File: src/rtl/fp8_mul_arbiter.sv
// -----------------------------------------------------------------------------
// fp8_mul_arbiter
//
// Shares one external combinational FP8 (E4M3) multiplier among NUM_REQ
// requesters with round-robin arbitration. The block does no arithmetic. It
// picks one requester per cycle, registers that pair of operands toward the
// multiplier, registers the product that comes back, and pulses resp_valid
// for the requester that owns it. A grant in cycle N gives a response in
// cycle N+2, and the block sustains one multiply per cycle.
//
// Optional feature (compile-time macro FP8_MUL_ARB_STATS_EN):
//   When the macro is defined, each requester gets a 16-bit saturating grant
//   counter, read through stat_sel/stat_count and cleared by stat_clr.
//
// Parameters:
//   NUM_REQ  number of requesters (2..8)
//   ID_W     requester index width, 2**ID_W >= NUM_REQ
//
// Ports:
//   clk           rising-edge clock
//   rst           synchronous active-high reset
//   en            when 0, no new grants are issued; in-flight ops still drain
//   req_valid     per-requester operand-pair valid
//   req_a/req_b   packed operands, requester i on bits [8i+7:8i]
//   req_ready     one-hot grant, combinational in the current cycle
//   mul_a/mul_b   registered operands to the shared multiplier
//   mul_product   combinational product returned by the shared multiplier
//   resp_valid    one-hot 1-cycle pulse naming the owner of resp_product
//   resp_product  registered product, broadcast to every requester
//   idle          no grant this cycle and both pipeline stages empty
//   stat_clr      (stats build) zero all grant counters; wins over increment
//   stat_sel      (stats build) counter select
//   stat_count    (stats build) counter[stat_sel], 0 for out-of-range select
// -----------------------------------------------------------------------------
module fp8_mul_arbiter #(
    parameter int NUM_REQ = 4,
    parameter int ID_W    = 3
) (
    input  logic                 clk,
    input  logic                 rst,
    input  logic                 en,
    input  logic [NUM_REQ-1:0]   req_valid,
    input  logic [NUM_REQ*8-1:0] req_a,
    input  logic [NUM_REQ*8-1:0] req_b,
    output logic [NUM_REQ-1:0]   req_ready,
    output logic [7:0]           mul_a,
    output logic [7:0]           mul_b,
    input  logic [7:0]           mul_product,
    output logic [NUM_REQ-1:0]   resp_valid,
    output logic [7:0]           resp_product,
    output logic                 idle
`ifdef FP8_MUL_ARB_STATS_EN
    ,
    input  logic                 stat_clr,
    input  logic [ID_W-1:0]      stat_sel,
    output logic [15:0]          stat_count
`endif
);

    localparam int PAD = 2 ** ID_W;

    // Index of the k-th requester after base, wrapping modulo NUM_REQ. The
    // result is always below NUM_REQ, so it never names a missing requester.
    function automatic logic [ID_W-1:0] rr_index(input logic [ID_W-1:0] base,
                                                 input int step);
        return ID_W'((int'(base) + step) % NUM_REQ);
    endfunction

    // Requester inputs are padded out to the full ID_W index space. This lets
    // an ID_W-bit index select them directly. Slots at or above NUM_REQ read
    // as zero and are never selected.
    logic [PAD-1:0] valid_pad;
    logic [7:0]     a_arr [PAD];
    logic [7:0]     b_arr [PAD];

    for (genvar g = 0; g < PAD; g++) begin : g_unpack
        if (g < NUM_REQ) begin : g_real
            assign valid_pad[g] = req_valid[g];
            assign a_arr[g]     = req_a[g*8 +: 8];
            assign b_arr[g]     = req_b[g*8 +: 8];
        end else begin : g_absent
            assign valid_pad[g] = 1'b0;
            assign a_arr[g]     = 8'h00;
            assign b_arr[g]     = 8'h00;
        end
    end

    logic [ID_W-1:0] last_q;
    logic            gnt_found;
    logic [ID_W-1:0] gnt_id;

    logic            vld_p0;
    logic [ID_W-1:0] id_p0;
    logic            vld_p1;
    logic [ID_W-1:0] id_p1;

    // Round-robin scan starting just after the last winner. The winner moves
    // to lowest priority, so a requester can win twice in a row only when
    // nobody else is asking.
    always_comb begin
        gnt_found = 1'b0;
        gnt_id    = '0;
        if (!rst && en) begin
            for (int k = 1; k <= NUM_REQ; k++) begin
                if (!gnt_found && valid_pad[rr_index(last_q, k)]) begin
                    gnt_found = 1'b1;
                    gnt_id    = rr_index(last_q, k);
                end
            end
        end
    end

    always_comb begin
        req_ready = '0;
        for (int i = 0; i < NUM_REQ; i++) begin
            req_ready[i] = gnt_found && (gnt_id == ID_W'(i));
        end
    end

    // ---- stage 0: arbitration result -> operand registers ----
    // Operands hold their last values when there is no transfer. The
    // multiplier input then stays quiet, and stage 1 ignores it because
    // vld_p0 is low.
    always_ff @(posedge clk) begin
        if (rst) begin
            vld_p0 <= 1'b0;
            id_p0  <= '0;
            mul_a  <= 8'h00;
            mul_b  <= 8'h00;
            last_q <= ID_W'(NUM_REQ - 1);
        end else begin
            vld_p0 <= gnt_found;
            if (gnt_found) begin
                id_p0  <= gnt_id;
                mul_a  <= a_arr[gnt_id];
                mul_b  <= b_arr[gnt_id];
                last_q <= gnt_id;
            end
        end
    end

    // ---- stage 1: multiplier product -> response register ----
    always_ff @(posedge clk) begin
        if (rst) begin
            vld_p1       <= 1'b0;
            id_p1        <= '0;
            resp_product <= 8'h00;
        end else begin
            vld_p1 <= vld_p0;
            id_p1  <= id_p0;
            if (vld_p0) begin
                resp_product <= mul_product;
            end
        end
    end

    always_comb begin
        resp_valid = '0;
        for (int i = 0; i < NUM_REQ; i++) begin
            resp_valid[i] = vld_p1 && (id_p1 == ID_W'(i));
        end
    end

    assign idle = ~vld_p0 & ~vld_p1 & ~(|req_ready);

`ifdef FP8_MUL_ARB_STATS_EN
    logic [15:0] grant_cnt [NUM_REQ];

    // Clear wins over a same-cycle increment. Counters stick at all-ones.
    always_ff @(posedge clk) begin
        for (int i = 0; i < NUM_REQ; i++) begin
            if (rst || stat_clr) begin
                grant_cnt[i] <= 16'h0000;
            end else if (gnt_found && (gnt_id == ID_W'(i)) &&
                         (grant_cnt[i] != 16'hFFFF)) begin
                grant_cnt[i] <= grant_cnt[i] + 16'd1;
            end
        end
    end

    always_comb begin
        stat_count = 16'h0000;
        for (int i = 0; i < NUM_REQ; i++) begin
            if (stat_sel == ID_W'(i)) begin
                stat_count = grant_cnt[i];
            end
        end
    end
`endif

endmodule

File: config.mk
export PLATFORM = sky130hd
export DESIGN_NAME = fp8_mul_arbiter
export DESIGN_NICKNAME = d
export VERILOG_FILES = /design/src/rtl/fp8_mul_arbiter.sv
export SDC_FILE = /design/constraint.sdc
export NUM_CORES = 1
export LEC_CHECK = 0
export CAP_MARGIN = 20
export CORE_MARGIN = 2
export CORE_UTILIZATION = 39
export DETAILED_ROUTE_END_ITERATION = 16
export PLACE_DENSITY = 0.95
export SLEW_MARGIN = 20
export SYNTH_ARGS = -nofsm -noshare
export SYNTH_HDL_FRONTEND = slang
export SYNTH_SLANG_ARGS = --single-unit
File: constraint.sdc
create_clock -name clk -period 3.9 [get_ports clk]
set_input_delay 0.975 -clock clk [delete_from_list [all_inputs] [get_ports clk]]
set_output_delay 0.975 -clock clk [all_outputs]
set_load 0.1 [all_outputs]
Yosys cells after proc, flatten, opt, wreduce, memory -nomap -nowiden

Index checks and enable logic that the tools add are counted.

Word-level logic and storage cells: 83
Bits of input ports: 79
Register bits: 34
Output and inout bits: 33

Order comparisons: 5
Muxes and demuxes: 27
Reduce and logical (&&, ||, !) cells: 23
Bitwise logic cells: 10
Add/sub/neg operators: 4
Equal/unequal tests: 6

Operator list:

| cell                                                | count |
|---|---|
| binary-select mux 8 bit (select 3 bit)              | 2 |
| 2-to-1 mux 8 bit                                    | 4 |
| < comparator 3 x 4 -> 1 bit (second input constant) | 4 |
| 2-to-1 mux 3 bit                                    | 5 |
| binary-select mux 1 bit (select 3 bit)              | 4 |
| == test 3 x 2 -> 1 bit (second input constant)      | 4 |
| logical AND 1 bit                                   | 12 |
| 2-to-1 mux 1 bit                                    | 12 |
| OR reduction 2 bit                                  | 4 |
| == test 3 x 1 -> 1 bit (second input constant)      | 2 |
| zero test 3 bit                                     | 2 |
| adder 2 x 1 -> 2 bit (second input constant)        | 2 |
| adder 2 bit (second input constant)                 | 2 |
| bitwise AND 1 bit (first input constant)            | 4 |
| >= comparator 4 bit (second input constant)         | 1 |
| zero test 1 bit                                     | 4 |
| inverter 3 -> 4 bit                                 | 1 |
| OR reduction 4 bit                                  | 1 |
| inverter 1 bit                                      | 3 |
| bitwise AND 1 bit                                   | 2 |

Logic depth before layout (Yosys ltp)

Word-level depth: 24
Gate-level depth with buffers: 7
Depth with buffers taken out: 6

Worst setup path before layout

OpenSTA, ideal clock, no wires.

Path kind: input-to-output
Start point: input port req_valid[3]
End point: output port idle
Stages: 5
Arrival: 3525 ps
Setup slack: -600 ps
Required time: 2925 ps
Cells stage by stage: nor2_1 -> nand2_1 -> nand2_1 -> clkinv_1 -> nor3_1

Longest elaborated chain between the ends: 21

RTL lines:

| what                                           | line | RTL |
|---|---|---|
| start: declaration                             | 42   | `input logic [NUM_REQ-1:0] req_valid,` |
| binary-select mux 1 bit (select 3 bit)         | 105  | `if (!gnt_found && valid_pad[rr_index(last_q, k)]) begin` |
| 2-to-1 mux 1 bit (not written as such)         | 105  |  |
| 2-to-1 mux 1 bit                               | 105  |  |
| 2-to-1 mux 1 bit                               | 103  | `if (!rst && en) begin` |
| zero test 1 bit                                | 105  |  |
| logical AND 1 bit                              | 105  |  |
| 2-to-1 mux 1 bit                               | 105  |  |
| 2-to-1 mux 1 bit                               | 103  |  |
| (+5 left out)                                  | n/a  |  |
| logical AND 1 bit                              | 105  |  |
| 2-to-1 mux 3 bit                               | 105  |  |
| 2-to-1 mux 3 bit                               | 103  |  |
| == test 3 x 1 -> 1 bit (tied with other cells) | 116  | `req_ready[i] = gnt_found && (gnt_id == ID_W'(i));` |
| logical AND 1 bit                              | 116  |  |
| OR reduction 4 bit (*)                         | 164  | `assign idle = ~vld_p0 & ~vld_p1 & ~(\|req_ready);` |
| inverter 1 bit (*)                             | 164  |  |
| bitwise AND 1 bit (*)                          | 164  |  |
| end: declaration                               | 51   | `output logic idle` |

Every way passes the cells marked *; elsewhere a longest branch is shown, timed or not. The select of a mux whose other input is x is not followed.

Worst setup path in the final report

Start point: input port req_valid[3]
End point: output port req_ready[2]

Longest elaborated chain between the ends: 18

RTL lines:

| what                                   | line | RTL |
|---|---|---|
| binary-select mux 1 bit (select 3 bit) | 105  |  |
| 2-to-1 mux 1 bit (not written as such) | 105  |  |
| 2-to-1 mux 1 bit                       | 105  |  |
| 2-to-1 mux 1 bit                       | 103  |  |
| zero test 1 bit                        | 105  |  |
| logical AND 1 bit                      | 105  |  |
| 2-to-1 mux 1 bit                       | 105  |  |
| 2-to-1 mux 1 bit                       | 103  |  |
| (+2 left out)                          | n/a  |  |
| 2-to-1 mux 1 bit                       | 105  |  |
| 2-to-1 mux 1 bit                       | 103  |  |
| zero test 1 bit                        | 105  |  |
| logical AND 1 bit                      | 105  |  |
| 2-to-1 mux 3 bit                       | 105  |  |
| 2-to-1 mux 3 bit                       | 103  |  |
| == test 3 x 2 -> 1 bit                 | 116  |  |
| logical AND 1 bit (*)                  | 116  |  |
| end: declaration                       | 45   | `output logic [NUM_REQ-1:0] req_ready,` |

Marked as above.

==> impl_metrics.toml <==
[outcome]
outcome = "complete, no violations"

[global_route]
antenna_found_initial = 0
grt_pass1_vias = 1994
grt_overflow_total = 0
grt_start_max_net_pins = 17
grt_pass1_wl_mm = 9.404
grt_use_total = 0.2384

[power_and_ir_drop]
p_int_uw = 729.2
pwr-share-seq = 0.320
p_switching_uw = 439.6
ir_drop_v = 0.0001734
clkPwrFrac = 0.270
pwr-share-comb = 0.410
leakage_nw = 1.238
total_power_mw = 1.169
p_per_area_nw_per_um2 = 378.2
switching_share = 0.3761

[finish]
diodes = 0
n_fill_cell = 351
area_growth_pct = 78.60
fin_area_sq_um = 3090
drive_gt1_frac = 0.1090
final_nets = 390

[floorplanning]
die_w_microns = 70.61
dieArea_sq_um = 4986
start_util = 0.4002
rows = 24
die_y_microns = 70.61
pin_count = 112
coreArea_sq_um = 4324

[yosys]
synthCells = 194
ys_ff_latch = 32
syn_avg_cell_area_sq_um = 8.920
synth_edf_count = 0
ys_types = 36
synthFlopType = "dfxtp_1"
syn_area_sq_um = 1730
yosys_warnings = 0
ys_seq_area_frac = 0.3702
synth_async_sr_flop_share = 0
postSynthNetCount = 273

[run]
drv_cap = 0

[cts]
clk_pin_slew_ns = 0.07
cts_max_level = 2
ctsHoldBuffers = 0
cts_buffers = 5
cts_tree = "done"
cts.sinks = 32
clk_path_buf_depth = 2
clk_latency_ns = 0.29
clockRootBuffer = "clkbuf_8"

[setup_path]
start_kind = "input port"
reg2reg_depth = 7
worstPathArrival_ns = 2.78
crit_path_end_kind = "output pin"
r2r-end = "mul_a[1]"
r2r_start = "last_q[1]"
worstPathRequired_ns = 2.92
worstSetupPathType = "input port to output pin"
path_max_fanout = 6
ff2ff_setup_slack_ns = 1.67

[timing]
finalHoldViolations = 0
finalCriticalPeriod_ns = 3.754
period_share = 0.9626
max_slew_margin = 0.3235
fin_hold_ws_ns = 0.4514
slew_viol_final = 0
clock_skew_ns = 0.006128
setup_viol = 0
timing.fmax_ghz = 0.2664
rsz0062_at_grt = "false"
tightestPinTransition_ns = 1.012

[detailed_routing]
wl_per_cell_microns = 15.88
drt_iter0_markers = 148
viasPerCell = 5.426
vias = 1975
drcViolationCount = 0
drt_pass1_iterations = 4
antenna_left = 0
routed_wl_mm = 5.781

[placed_design]
place_congestion = 0.8108
dpl_cell_area_sq_um = 2980
io_buffers = 111
dp_hpwl_mm = 4.495

[min_path]
hp-start = "mul_b[3]"
hp-class = "register to register"
hold_path_end = "mul_b[3]"
min_path_cells = 2
layout make-up:
cell class | instances | area [sq um] | share of cell area
repair buffers | 124 | 1256 | 0.4065
multi-input cells | 145 | 1010 | 0.3267
flip-flops and latches | 32 | 640.6 | 0.2073
clock buffers | 6 | 72.57 | 0.02348
well taps | 52 | 65.06 | 0.02105
clock inverters | 2 | 35.03 | 0.01134
inverters | 3 | 11.26 | 0.003644
how the worst max path moves through the flow:
stage / startpoint / to / slack (ns) / cells after the start
floorplan: req_valid[1] / req_ready[0] / -0.43 / 5
global placement: req_valid[1] / req_ready[2] / 0.28 / 6
detailed placement: req_valid[3] / req_ready[0] / 0.19 / 7
CTS: req_valid[3] / req_ready[0] / 0.15 / 7
global route: req_valid[3] / req_ready[2] / 0.05 / 6
finish: req_valid[3] / req_ready[2] / 0.15 / 6
cells by family (layout without fill, tap and decap cells):
| logic type | after synthesis | count (layout) | share of synthesized area |
|---|---|---|---|
| DFF | 32 | 32 | 0.3702 |
| and+or+nand+nor | 67 | 67 | 0.1931 |
| buffers and inverters | 17 | 135 | 0.05351 |
| AOI/OAI and AO/OA | 56 | 56 | 0.2531 |
| muxes | 22 | 22 | 0.1301 |
worst max-delay path: stages:
cell and delay [ns]:
clkdlybuf4s50_1 0.56, nand2_1 0.11, a311oi_1 0.39, nand2_1 0.23
a21oi_1 0.29, buf_12 0.22
synthesized netlist by cell type, types with 7 or more instances:
master    number  share of area
dfxtp_1       32           0.37
mux2i_1       21           0.12
nand2_1       20          0.043
a211oi_1      16          0.069
nor2_1        16          0.035
clkbuf_1      10          0.022
a21oi_1        8          0.023
and3_1         8          0.029
a221oi_1       7          0.035
and2_1         7          0.025
o31ai_1        7          0.030
per-layer routing:
| metal | wire, microns | vias to the layer above | GRT usage |
|---|---|---|---|
| met5 | 0 | - | 0 |
| met4 | 89 | 0 | 0.08176 |
| met3 | 485 | 8 | 0.07407 |
| met2 | 3018 | 81 | 0.4172 |
| met1 | 2188 | 938 | 0.2767 |
| li1 | - | 948 | - |
through the flow:
stage          setup TNS, ns    util  cells  setup WS, ns
2_1_floorplan        -0.8686       -    194       -0.4343
3_3_place_gp               0  0.6892    356        0.2836
3_5_place_dp               0  0.6892    356        0.1938
4_1_cts                    0  0.7141    364        0.1547
5_1_grt                    0  0.7147    364       0.05255
6_report                   0  0.7147    364        0.1459
registers in the layout (all words and copies together) (netlist names):
| signal | count |
|---|---|
| last_q | 2 |
| vld_p0 | 1 |
| id_p1 | 2 |
| vld_p1 | 1 |
| mul_b | 8 |
| id_p0 | 2 |
| resp_product | 8 |
| mul_a | 8 |
cells in the final DEF (no fill, tap or decap), types with 4 or more instances in the layout:
master,Yosys,layout
and2_1,7,7
buf_12,1,5
o31ai_1,7,7
clkdlybuf4s50_1,0,105
dfxtp_1,32,32
clkbuf_8,0,5
a21boi_0,5,5
mux2i_1,21,21
and3_1,8,8
a211oi_1,16,16
nand2_1,20,19
nor2_1,16,14
nor2b_1,5,5
a221oi_1,7,7
o221ai_1,4,4
a21oi_1,8,8
buf_4,1,14
power by group through the flow:
stage	sequential [mW]	clock (mW)	combinational, mW
2_1_floorplan	0.533	0	0.156
3_3_place_gp	0.379	0	0.470
3_5_place_dp	0.381	0	0.479
4_1_cts	0.374	0.323	0.481
5_1_grt	0.378	0.342	0.503
6_report	0.374	0.316	0.480
what timing repair did:
item / CTS / global route
gates resized for setup: 0 / 1
setup endpoints to repair: 0 / 1
setup buffers: 0 / 0
endpoints found under the hold margin: 0 / 0
(Power assumes the default switching activity.)
